### src/rtl/timer_pkg.sv
// Shared definitions for the board timers: FSM states, field limits and the
// active-low 7-segment digit table ({g,f,e,d,c,b,a}).
package timer_pkg;

  typedef enum logic [1:0] {
    IDLE   = 2'd0,
    RUN    = 2'd1,
    PAUSED = 2'd2,
    DONE   = 2'd3
  } state_t;

  typedef struct packed {
    logic [3:0] tens;
    logic [3:0] units;
  } bcd_t;

  localparam logic [6:0] MIN_MAX = 7'd99;
  localparam logic [5:0] SEC_MAX = 6'd59;
  localparam logic [6:0] CS_MAX  = 7'd99;

  localparam logic [6:0] SEG_BLANK = 7'b1111111;

  localparam logic [6:0] SEG_TABLE [10] = '{
    7'b1000000,  // 0
    7'b1111001,  // 1
    7'b0100100,  // 2
    7'b0110000,  // 3
    7'b0011001,  // 4
    7'b0010010,  // 5
    7'b0000010,  // 6
    7'b1111000,  // 7
    7'b0000000,  // 8
    7'b0010000   // 9
  };

  // Split a 0..99 field into its two decimal digits.
  function automatic bcd_t to_bcd(input logic [6:0] v);
    bcd_t b;
    b.tens  = 4'(v / 7'd10);
    b.units = 4'(v % 7'd10);
    return b;
  endfunction

  function automatic logic [6:0] sat7(input logic [6:0] v, input logic [6:0] lim);
    return (v > lim) ? lim : v;
  endfunction

endpackage

### src/rtl/seg7_dec.sv
// Single-digit decoder: 4-bit digit to active-low segment code; codes outside
// 0..9 render blank.
module seg7_dec
  import timer_pkg::*;
(
  input  logic [3:0] digit,
  output logic [6:0] seg
);

  always_comb begin
    seg = SEG_BLANK;
    if (digit <= 4'd9) seg = SEG_TABLE[digit];
  end

endmodule

### src/rtl/countdown_timer.sv
// Minutes:seconds:centiseconds count-down timer driving six 7-segment digits.
// Optional feature: define COUNTDOWN_BLINK_EN to blink the display in DONE.
module countdown_timer
  import timer_pkg::*;
#(
  parameter int CLK_DIV = 500000
) (
  input  logic       CLK,
  input  logic       rst_n,
  input  logic       en,
  input  logic       load,
  input  logic       start,
  input  logic       pause,
  input  logic [6:0] set_min,
  input  logic [5:0] set_sec,
  output logic       running,
  output logic       done,
  output logic [6:0] HEX0,
  output logic [6:0] HEX1,
  output logic [6:0] HEX2,
  output logic [6:0] HEX3,
  output logic [6:0] HEX4,
  output logic [6:0] HEX5
);

  localparam int              DIV_W    = (CLK_DIV > 2) ? $clog2(CLK_DIV) : 1;
  localparam logic [DIV_W-1:0] DIV_LAST = DIV_W'(CLK_DIV - 1);

  state_t           state_q, state_n;
  logic [6:0]       min_q, min_n;
  logic [5:0]       sec_q, sec_n;
  logic [6:0]       cs_q, cs_n;
  logic [DIV_W-1:0] div_q, div_n;
  logic             tick;
  logic             preset_zero;
`ifdef COUNTDOWN_BLINK_EN
  logic [5:0]       blink_q, blink_n;
`endif

  assign tick        = (div_q == DIV_LAST);
  assign preset_zero = (min_q == '0) && (sec_q == '0) && (cs_q == '0);

  always_comb begin
    // NOTE: every output gets a default first, so no path can infer a latch.
    state_n = state_q;
    min_n   = min_q;
    sec_n   = sec_q;
    cs_n    = cs_q;
    div_n   = div_q;
`ifdef COUNTDOWN_BLINK_EN
    blink_n = blink_q;
`endif

    if (load) begin
      min_n   = sat7(set_min, MIN_MAX);
      sec_n   = 6'(sat7({1'b0, set_sec}, {1'b0, SEC_MAX}));
      cs_n    = '0;
      div_n   = '0;
      state_n = IDLE;
    end else begin
      case (state_q)
        IDLE: begin
          if (start && !preset_zero) begin
            state_n = RUN;
            div_n   = '0;
          end
        end

        RUN: begin
          if (pause) begin
            state_n = PAUSED;
          end else if (tick) begin
            div_n = '0;
            if (cs_q != '0) begin
              cs_n = cs_q - 7'd1;
            end else if (sec_q != '0) begin
              sec_n = sec_q - 6'd1;
              cs_n  = CS_MAX;
            end else if (min_q != '0) begin
              min_n = min_q - 7'd1;
              sec_n = SEC_MAX;
              cs_n  = CS_MAX;
            end
            // The tick that writes 00:00.00 is also the DONE transition.
            if ((min_n == '0) && (sec_n == '0) && (cs_n == '0)) begin
              state_n = DONE;
`ifdef COUNTDOWN_BLINK_EN
              blink_n = '0;
`endif
            end
          end else begin
            div_n = div_q + DIV_W'(1);
          end
        end

        PAUSED: begin
          if (!pause) state_n = RUN;
        end

        DONE: begin
`ifdef COUNTDOWN_BLINK_EN
          // Prescaler keeps running so the blink counter advances per tick.
          if (tick) begin
            div_n   = '0;
            blink_n = blink_q + 6'd1;
          end else begin
            div_n = div_q + DIV_W'(1);
          end
`endif
        end

        default: state_n = IDLE;
      endcase
    end
  end

  always_ff @(posedge CLK or negedge rst_n) begin
    if (!rst_n) begin
      state_q <= IDLE;
      min_q   <= '0;
      sec_q   <= '0;
      cs_q    <= '0;
      div_q   <= '0;
`ifdef COUNTDOWN_BLINK_EN
      blink_q <= '0;
`endif
    end else if (en) begin
      // NOTE: non-blocking so every register updates from pre-edge values.
      state_q <= state_n;
      min_q   <= min_n;
      sec_q   <= sec_n;
      cs_q    <= cs_n;
      div_q   <= div_n;
`ifdef COUNTDOWN_BLINK_EN
      blink_q <= blink_n;
`endif
    end
  end

  assign running = (state_q == RUN);
  assign done    = (state_q == DONE);

  // Display: digit 2k is the units and 2k+1 the tens of field k (cs, sec, min).
  bcd_t       fld   [3];
  logic [3:0] digit [6];
  logic [6:0] seg   [6];
  logic       blank;

  assign fld[0] = to_bcd(cs_q);
  assign fld[1] = to_bcd({1'b0, sec_q});
  assign fld[2] = to_bcd(min_q);

  for (genvar k = 0; k < 3; k++) begin : g_field
    assign digit[2*k]   = fld[k].units;
    assign digit[2*k+1] = fld[k].tens;
  end

  for (genvar d = 0; d < 6; d++) begin : g_dec
    seg7_dec u_dec (
      .digit(digit[d]),
      .seg  (seg[d])
    );
  end

`ifdef COUNTDOWN_BLINK_EN
  assign blank = (state_q == DONE) && blink_q[5];
`else
  assign blank = 1'b0;
`endif

  assign HEX0 = blank ? SEG_BLANK : seg[0];
  assign HEX1 = blank ? SEG_BLANK : seg[1];
  assign HEX2 = blank ? SEG_BLANK : seg[2];
  assign HEX3 = blank ? SEG_BLANK : seg[3];
  assign HEX4 = blank ? SEG_BLANK : seg[4];
  assign HEX5 = blank ? SEG_BLANK : seg[5];

endmodule

### config.mk
export PLATFORM = sky130hd
export DESIGN_NAME = countdown_timer
export DESIGN_NICKNAME = d
export VERILOG_FILES = /design/src/rtl/timer_pkg.sv /design/src/rtl/seg7_dec.sv /design/src/rtl/countdown_timer.sv
export SDC_FILE = /design/constraint.sdc
export NUM_CORES = 1
export LEC_CHECK = 0
export ABC_AREA = 1
export ABC_CLOCK_PERIOD_IN_PS = 4950
export BUFFER_PORTS_ARGS = -buffer_cell sky130_fd_sc_hd__buf_2
export CAP_MARGIN = 40
export CORE_UTILIZATION = 60
export CTS_CLUSTER_DIAMETER = 30
export CTS_CLUSTER_SIZE = 8
export DETAILED_ROUTE_END_ITERATION = 12
export PLACE_DENSITY = 0.83
export SYNTH_ARGS = -nofsm -noshare
export SYNTH_HDL_FRONTEND = slang
export SYNTH_SLANG_ARGS = --single-unit
### constraint.sdc
create_clock -name CLK -period 4.95 [get_ports CLK]
set_input_delay 0 -clock CLK [delete_from_list [all_inputs] [get_ports CLK]]
set_output_delay 0 -clock CLK [all_outputs]
set_load 0.02 [all_outputs]
# Yosys cells after proc, flatten, opt, wreduce, memory -nomap -nowiden

Memories as Yosys holds them, arrays and structs flattened.
Index checks and enable logic that the tools add are counted.

Flip-flop bits (word level): 41
Memory bits (read-only): 672
Bits of input ports: 19
Logic and storage cells: 139
Memories: 6

Add/sub/neg operators: 4
Div/mod/pow operators: 6
Order comparisons: 14
Eq/ne operators: 10
Multiplexer cells: 65
Bitwise gates (word level): 6
Reductions and logical operators: 23

Memories:

| name            | depth | bits a word | read ports | clocked after Yosys merged registers in | wr ports | RTL line       | RTL |
|---|---|---|---|---|---|---|---|
| (no name shown) | 16    | 7           | 1          | 0                                       | 0        | seg7_dec.sv:12 | `if (digit <= 4'd9) seg = SEG_TABLE[digit];` |
| (no name shown) | 16    | 7           | 1          | 0                                       | 0        | seg7_dec.sv:12 |  |
| (no name shown) | 16    | 7           | 1          | 0                                       | 0        | seg7_dec.sv:12 |  |
| (no name shown) | 16    | 7           | 1          | 0                                       | 0        | seg7_dec.sv:12 |  |
| (no name shown) | 16    | 7           | 1          | 0                                       | 0        | seg7_dec.sv:12 |  |
| (no name shown) | 16    | 7           | 1          | 0                                       | 0        | seg7_dec.sv:12 |  |

Operator list:

| kind                                                                     | number |
|---|---|
| 7-bit two-way mux                                                        | 41 |
| 19-bit two-way mux                                                       | 4 |
| 6-bit two-way mux                                                        | 12 |
| 19-bit case mux with 2 select lines                                      | 1 |
| 5-bit greater-or-equal comparator (second input constant)                | 6 |
| 4-bit NOT with 5-bit output                                              | 6 |
| 7-bit logical NOT                                                        | 4 |
| 4-bit less-or-equal comparator (second input constant)                   | 6 |
| 19-bit by 1-bit adder with 19-bit output (second input constant)         | 1 |
| 19-bit == test (second input constant)                                   | 1 |
| 7-bit by 4-bit divider with 7-bit output (second input constant)         | 2 |
| 7-bit by 4-bit remainder unit with 7-bit output (second input constant)  | 2 |
| 7-bit nonzero test                                                       | 2 |
| 7-bit by 1-bit subtractor with 7-bit output (second input constant)      | 2 |
| 6-bit logical NOT                                                        | 2 |
| 2-bit two-way mux                                                        | 6 |
| 3-bit inequality test (second input constant)                            | 3 |
| 4-bit by 3-bit inequality test with 1-bit output (second input constant) | 2 |
| 4-bit AND reduction                                                      | 2 |
| 6-bit by 4-bit divider with 7-bit output (second input constant)         | 1 |
| 7-bit > comparator (second input constant)                               | 1 |
| 6-bit by 4-bit remainder unit with 7-bit output (second input constant)  | 1 |
| 6-bit > comparator (second input constant)                               | 1 |
| 2-bit case mux with 3 select lines                                       | 1 |
| other kinds (12)                                                         | 18 |

# Longest topological paths before layout

Depth in word-level cells: 16
Depth in mapped cells: 26
Mapped depth without buffers: 26

# Hierarchy

From an unflattened synthesis, not the netlist that was laid out.

Cell total of the unflattened synthesis: 753
Area total of the unflattened synthesis: 4903.5 um^2

Modules (own cells, without submodules):

| module          | times used | cells each | area an instance (um^2) |
|---|---|---|---|
| countdown_timer | 1          | 567        | 3724.8 |
| seg7_dec        | 6          | 31         | 196.4 |

# Worst setup path after synthesis

OpenSTA, ideal clock, no wires.

Kind: reg-to-output
From: register min_q[4]
To: output port HEX4[1]
Data arrival time: 3116 ps
Setup slack: 1834 ps
Cell stages (with the launch flop): 27
Buffers on the path: 0
Path through: dfrtp_1 > nor2_1 > inv_1 > nor2_2 > inv_2 > nand2_2 > nand2_1 > nand2_1 > inv_2 > nand2_2 > nand2_2 > nand2_1 > nand2_1 > inv_2 > ha_1 > inv_1 > nand3_2 > inv_1 > nor2_2 > nand2_1 > nand2_1 > inv_1 > ha_1 > or2_2 > nand2_1 > nand2_2 > o21ai_1

Word-level cells in the longest chain between the ends: 6
Elaborated cells on any way between the ends: 7

Ends and longest elaborated chain:

| element                                               | RTL line               | RTL |
|---|---|---|
| start, declared                                       | countdown_timer.sv:30  | `logic [6:0] min_q, min_n;` |
| start signal, assigned                                | countdown_timer.sv:130 | `min_q <= min_n;` |
| 7-bit by 4-bit remainder unit with 7-bit output (*)   | timer_pkg.sv:40        | `b.units = 4'(v % 7'd10);` |
| 4-bit NOT with 5-bit output (implied by the code)     | seg7_dec.sv:12         |  |
| memory read 16 x 7 bit                                | --                     |  |
| 7-bit two-way mux (implied by the code) (2 in series) | seg7_dec.sv:12         |  |
| 7-bit two-way mux (*)                                 | seg7_dec.sv:12         |  |
| end, declared                                         | countdown_timer.sv:22  | `output logic [6:0] HEX4,` |

Every way passes the cells marked *; elsewhere a longest branch is shown, timed or not. The select of a mux whose other input is x is not followed.

# Worst setup path in the final report

Same ends and word-level chain as after synthesis.

==> parameters.txt <==
Parameter                              Value

Yosys
  Post-synthesis compound-gate area fraction ... 0.1499
  Distinct cell type count of the synthesized netlist ... 48
  Post-Syn Area ... 0.004683 mm2
  Synth area leaders ... sky130_fd_sc_hd__dfrtp_1 (22%), sky130_fd_sc_hd__nand2_1 (15%), sky130_fd_sc_hd__ha_1 (12%)
  Cell taking the most area after synthesis ... sky130_fd_sc_hd__dfrtp_1
  Arithmetic-cell share of the synthesized area counting full adders, half adders and majority gates ... 0.1202
  Register bit total from synthesis ... 41
  Multiplexer area fraction after synthesis ... 0
  Ys async rst share ... 1.000
  Net count of the mapped netlist ... 793
  Yosys warns ... 0
  Post-synth top area share ... 0.2191
  Most frequent cells after synthesis ... sky130_fd_sc_hd__nand2_1 (186), sky130_fd_sc_hd__inv_1 (102), sky130_fd_sc_hd__nand3_1 (70)
  Library cell with the highest instance count after synthesis ... sky130_fd_sc_hd__nand2_1
  Mean instance size in the synthesized netlist ... 6.424 um2
  Basic-gate share of the synthesized area counting and, or, nand and nor cells ... 0.3925
  Share of synthesized area occupied by flip-flops and latches ... 0.2191
  Xor and xnor fraction of the mapped netlist area ... 0.01496
  Number of instances in the synthesized netlist ... 729
  Prevailing post-synth register cell ... sky130_fd_sc_hd__dfrtp_1
  Number of enable flip-flop cells after synthesis ... 0
  Largest family of logic cells by synthesized area ... simple AND/OR/NAND/NOR gates

Critical path
  Crit end category ... primary output
  Sort of element at the start of the critical path ... register
  Required time at the endpoint of the critical path ... 4950 ps
  Worst setup path category ... register to primary output
  Maximum fanout along the worst path ... 7
  CP arrival ... 3930 ps

Clock network
  Maximum buffer depth of the clock tree ... 2
  Clock H-tree levels ... 2
  Clk Tree Root Cell ... sky130_fd_sc_hd__clkbuf_8
  Clock net sink count ... 41
  CTS tree ... built
  Reg clk slew, reported paths ... 90 ps
  TritonCTS buffer count ... 5
  Worst-Skew Late Latency ... 300 ps
  Setup Fix Bufs, Post-CTS ... 0
  Post-cts repair resize count ... 0

Run
  Max-Cap Viols ... 0

GRT
  First-pass GRT wire length ... 19,460 um
  Grt total ovfl ... 0
  Number of global-route vias before repair ... 4,573
  Total GRT Usage ... 0.2818
  Antenna violations before repair ... 0
  Maximum number of pins on one net before global-route repair ... 34

Status
  Violations in the final reports ... hold timing
  Run status ... complete, but fails checks

Placed design
  Gp weighted congestion ... 0.9014
  Port bufs ... 62
  HPWL after detailed placement ... 8892 um
  Area after detailed placement ... 0.005092 mm2

STA
  Tightest Pin Transition ... 855.8 ps
  Final period demand of the worst path ... 3926 ps
  Share of the clock period used by the worst path after layout ... 0.7932
  Setup Total Neg Slack ... 0 ps
  RSZ-0062 raised after global routing ... false
  Relative slew slack ... 0.4288
  Worst hold slack after final layout ... -5.402 ps
  Count of endpoints failing hold in the final timing report ... 1
  Number of max-slew violations in the final report ... 0
  Maximum clock rate ... 0.2547 GHz
  Number of setup violations in the final report ... 0
  Clock skew after layout ... 15.84 ps

Route
  Routed wire length ... 11,210 um
  Pre-antenna DRT Iters ... 5
  Violation count after the first detailed-routing iteration ... 350
  Remaining antenna violation count ... 0
  DRC violations left ... 0
  Post-detailed-route via-to-cell ratio ... 5.607
  WL/cell ... 12.54 um
  Via count of the routed design ... 5,013

Cells and area
  Final core area utilization ... 0.7071
  Diode insertion count for antenna repair ... 0
  Number of filler instances in the final layout ... 666
  Area grow syn2layout ... 11.86%
  Layout net count ... 858
  Proportion of layout cells with a drive suffix above 1 ... 0.1698
  Summed area of non-filler cells in the final layout ... 0.005239 mm2

Floorplan
  Die footprint ... 0.008163 mm2
  Die X ... 90.35 um
  Boundary pin count ... 63
  Floorplan core area ... 0.007408 mm2
  Standard-cell row count ... 31
  Height of the chip ... 90.35 um
  Initial Utilization ... 0.6322

Hold path
  Path class of the lowest-slack min-delay path ... input port to register
layout make-up:
type                       instances  area, um2  area share
multi-input combinational        561       3173      0.6057
sequential                        41       1026      0.1958
inverter                         117      439.2     0.08383
timing repair buffer              68      380.4     0.07261
tap                               99      123.9     0.02364
clock buffer                       6      82.58     0.01576
clock inverter                     2      13.76    0.002627
routing by layer:
layer / part of all wire / routed length, um / global-route usage / vias to the layer above
li1: - / - / - / 2528
met1: 0.45 / 5093 / 0.3535 / 2295
met2: 0.47 / 5309 / 0.4962 / 165
met3: 0.055 / 614 / 0.04125 / 25
met4: 0.017 / 194 / 0.09005 / 0
met5: 0 / 0 / 0 / -
state kept, by name, indices dropped and copies added, names as in the netlist:
name / flops
min_q: 7
sec_q: 6
state_q: 2
div_q: 19
cs_q: 7
what timing repair did:
item | in CTS | in global routing
hold buffers | 5 | 0
endpoints found under the setup margin | 0 | 0
hold endpoints to repair | 45 | 0
worst max-delay path: stages, from the launching register on:
cell	delay, ps
sky130_fd_sc_hd__dfrtp_1	430
sky130_fd_sc_hd__nor2_1	200
sky130_fd_sc_hd__inv_1	90
sky130_fd_sc_hd__nor2_2	170
sky130_fd_sc_hd__o21ai_0	150
sky130_fd_sc_hd__nand2_2	130
sky130_fd_sc_hd__nand2_2	80
sky130_fd_sc_hd__nand2_2	100
sky130_fd_sc_hd__nand2_2	100
sky130_fd_sc_hd__nand2_1	120
sky130_fd_sc_hd__nand2_1	100
sky130_fd_sc_hd__inv_2	60
sky130_fd_sc_hd__ha_1	130
sky130_fd_sc_hd__inv_1	60
sky130_fd_sc_hd__nand3_2	140
sky130_fd_sc_hd__inv_1	70
sky130_fd_sc_hd__nor2_2	170
sky130_fd_sc_hd__nand2_1	70
sky130_fd_sc_hd__nand2_1	200
sky130_fd_sc_hd__inv_1	120
sky130_fd_sc_hd__ha_1	200
sky130_fd_sc_hd__or2_2	310
sky130_fd_sc_hd__nand2_1	90
sky130_fd_sc_hd__nand2_2	90
sky130_fd_sc_hd__o21ai_1	80
sky130_fd_sc_hd__buf_2	170
metrics by stage:
stage	cells	setup WS, ps
4_1_cts	894	1024
5_1_grt	894	609.4
6_report	894	1024
2_1_floorplan	729	1834
3_3_place_gp	880	1636
3_5_place_dp	881	1367
worst paths after layout:
path / slack (ps) / endpoint / from / cells after the start
min in group asynchronous: 150 / cs_q[5]$_DFFE_PN0P_ / rst_n / 2
min: -5 / sec_q[0]$_DFFE_PN0P_ / set_sec[0] / 3
min reg2reg: 500 / div_q[14]$_DFFE_PN0P_ / div_q[14]$_DFFE_PN0P_ / 1
max: 1020 / HEX4[1] / min_q[4]$_DFFE_PN0P_ / 25
max in group asynchronous: 4300 / div_q[12]$_DFFE_PN0P_ / rst_n / 3
max reg2reg: 1570 / div_q[12]$_DFFE_PN0P_ / cs_q[0]$_DFFE_PN0P_ / 12
cell families after synthesis:
kind of cell / Yosys count
and+or+nand+nor: 388
xor gates and xnor gates: 8
buffers and inverters: 127
adders and majority gates: 45
AOI/OAI and AO/OA: 120
DFF: 41
placed cells by master (no fill, tap or decap), types with 5 or more instances in the layout:
master,n
sky130_fd_sc_hd__ha_1,45
sky130_fd_sc_hd__o21ai_1,10
sky130_fd_sc_hd__nand4_1,16
sky130_fd_sc_hd__inv_1,102
sky130_fd_sc_hd__xor2_1,8
sky130_fd_sc_hd__nor2_2,5
sky130_fd_sc_hd__buf_2,62
sky130_fd_sc_hd__clkbuf_8,6
sky130_fd_sc_hd__nand2_1,186
sky130_fd_sc_hd__a21oi_1,25
sky130_fd_sc_hd__nand3_1,70
sky130_fd_sc_hd__dfrtp_1,41
sky130_fd_sc_hd__o21ai_0,47
sky130_fd_sc_hd__nor3_1,15
sky130_fd_sc_hd__nand2_2,24
sky130_fd_sc_hd__dlygate4sd3_1,5
sky130_fd_sc_hd__nor2_1,46
sky130_fd_sc_hd__inv_2,14
sky130_fd_sc_hd__o22ai_1,10
sky130_fd_sc_hd__nand3_2,6
Power is not shown: default switching activity piles up to over one toggle a cycle in this logic, so the estimate is an artifact.
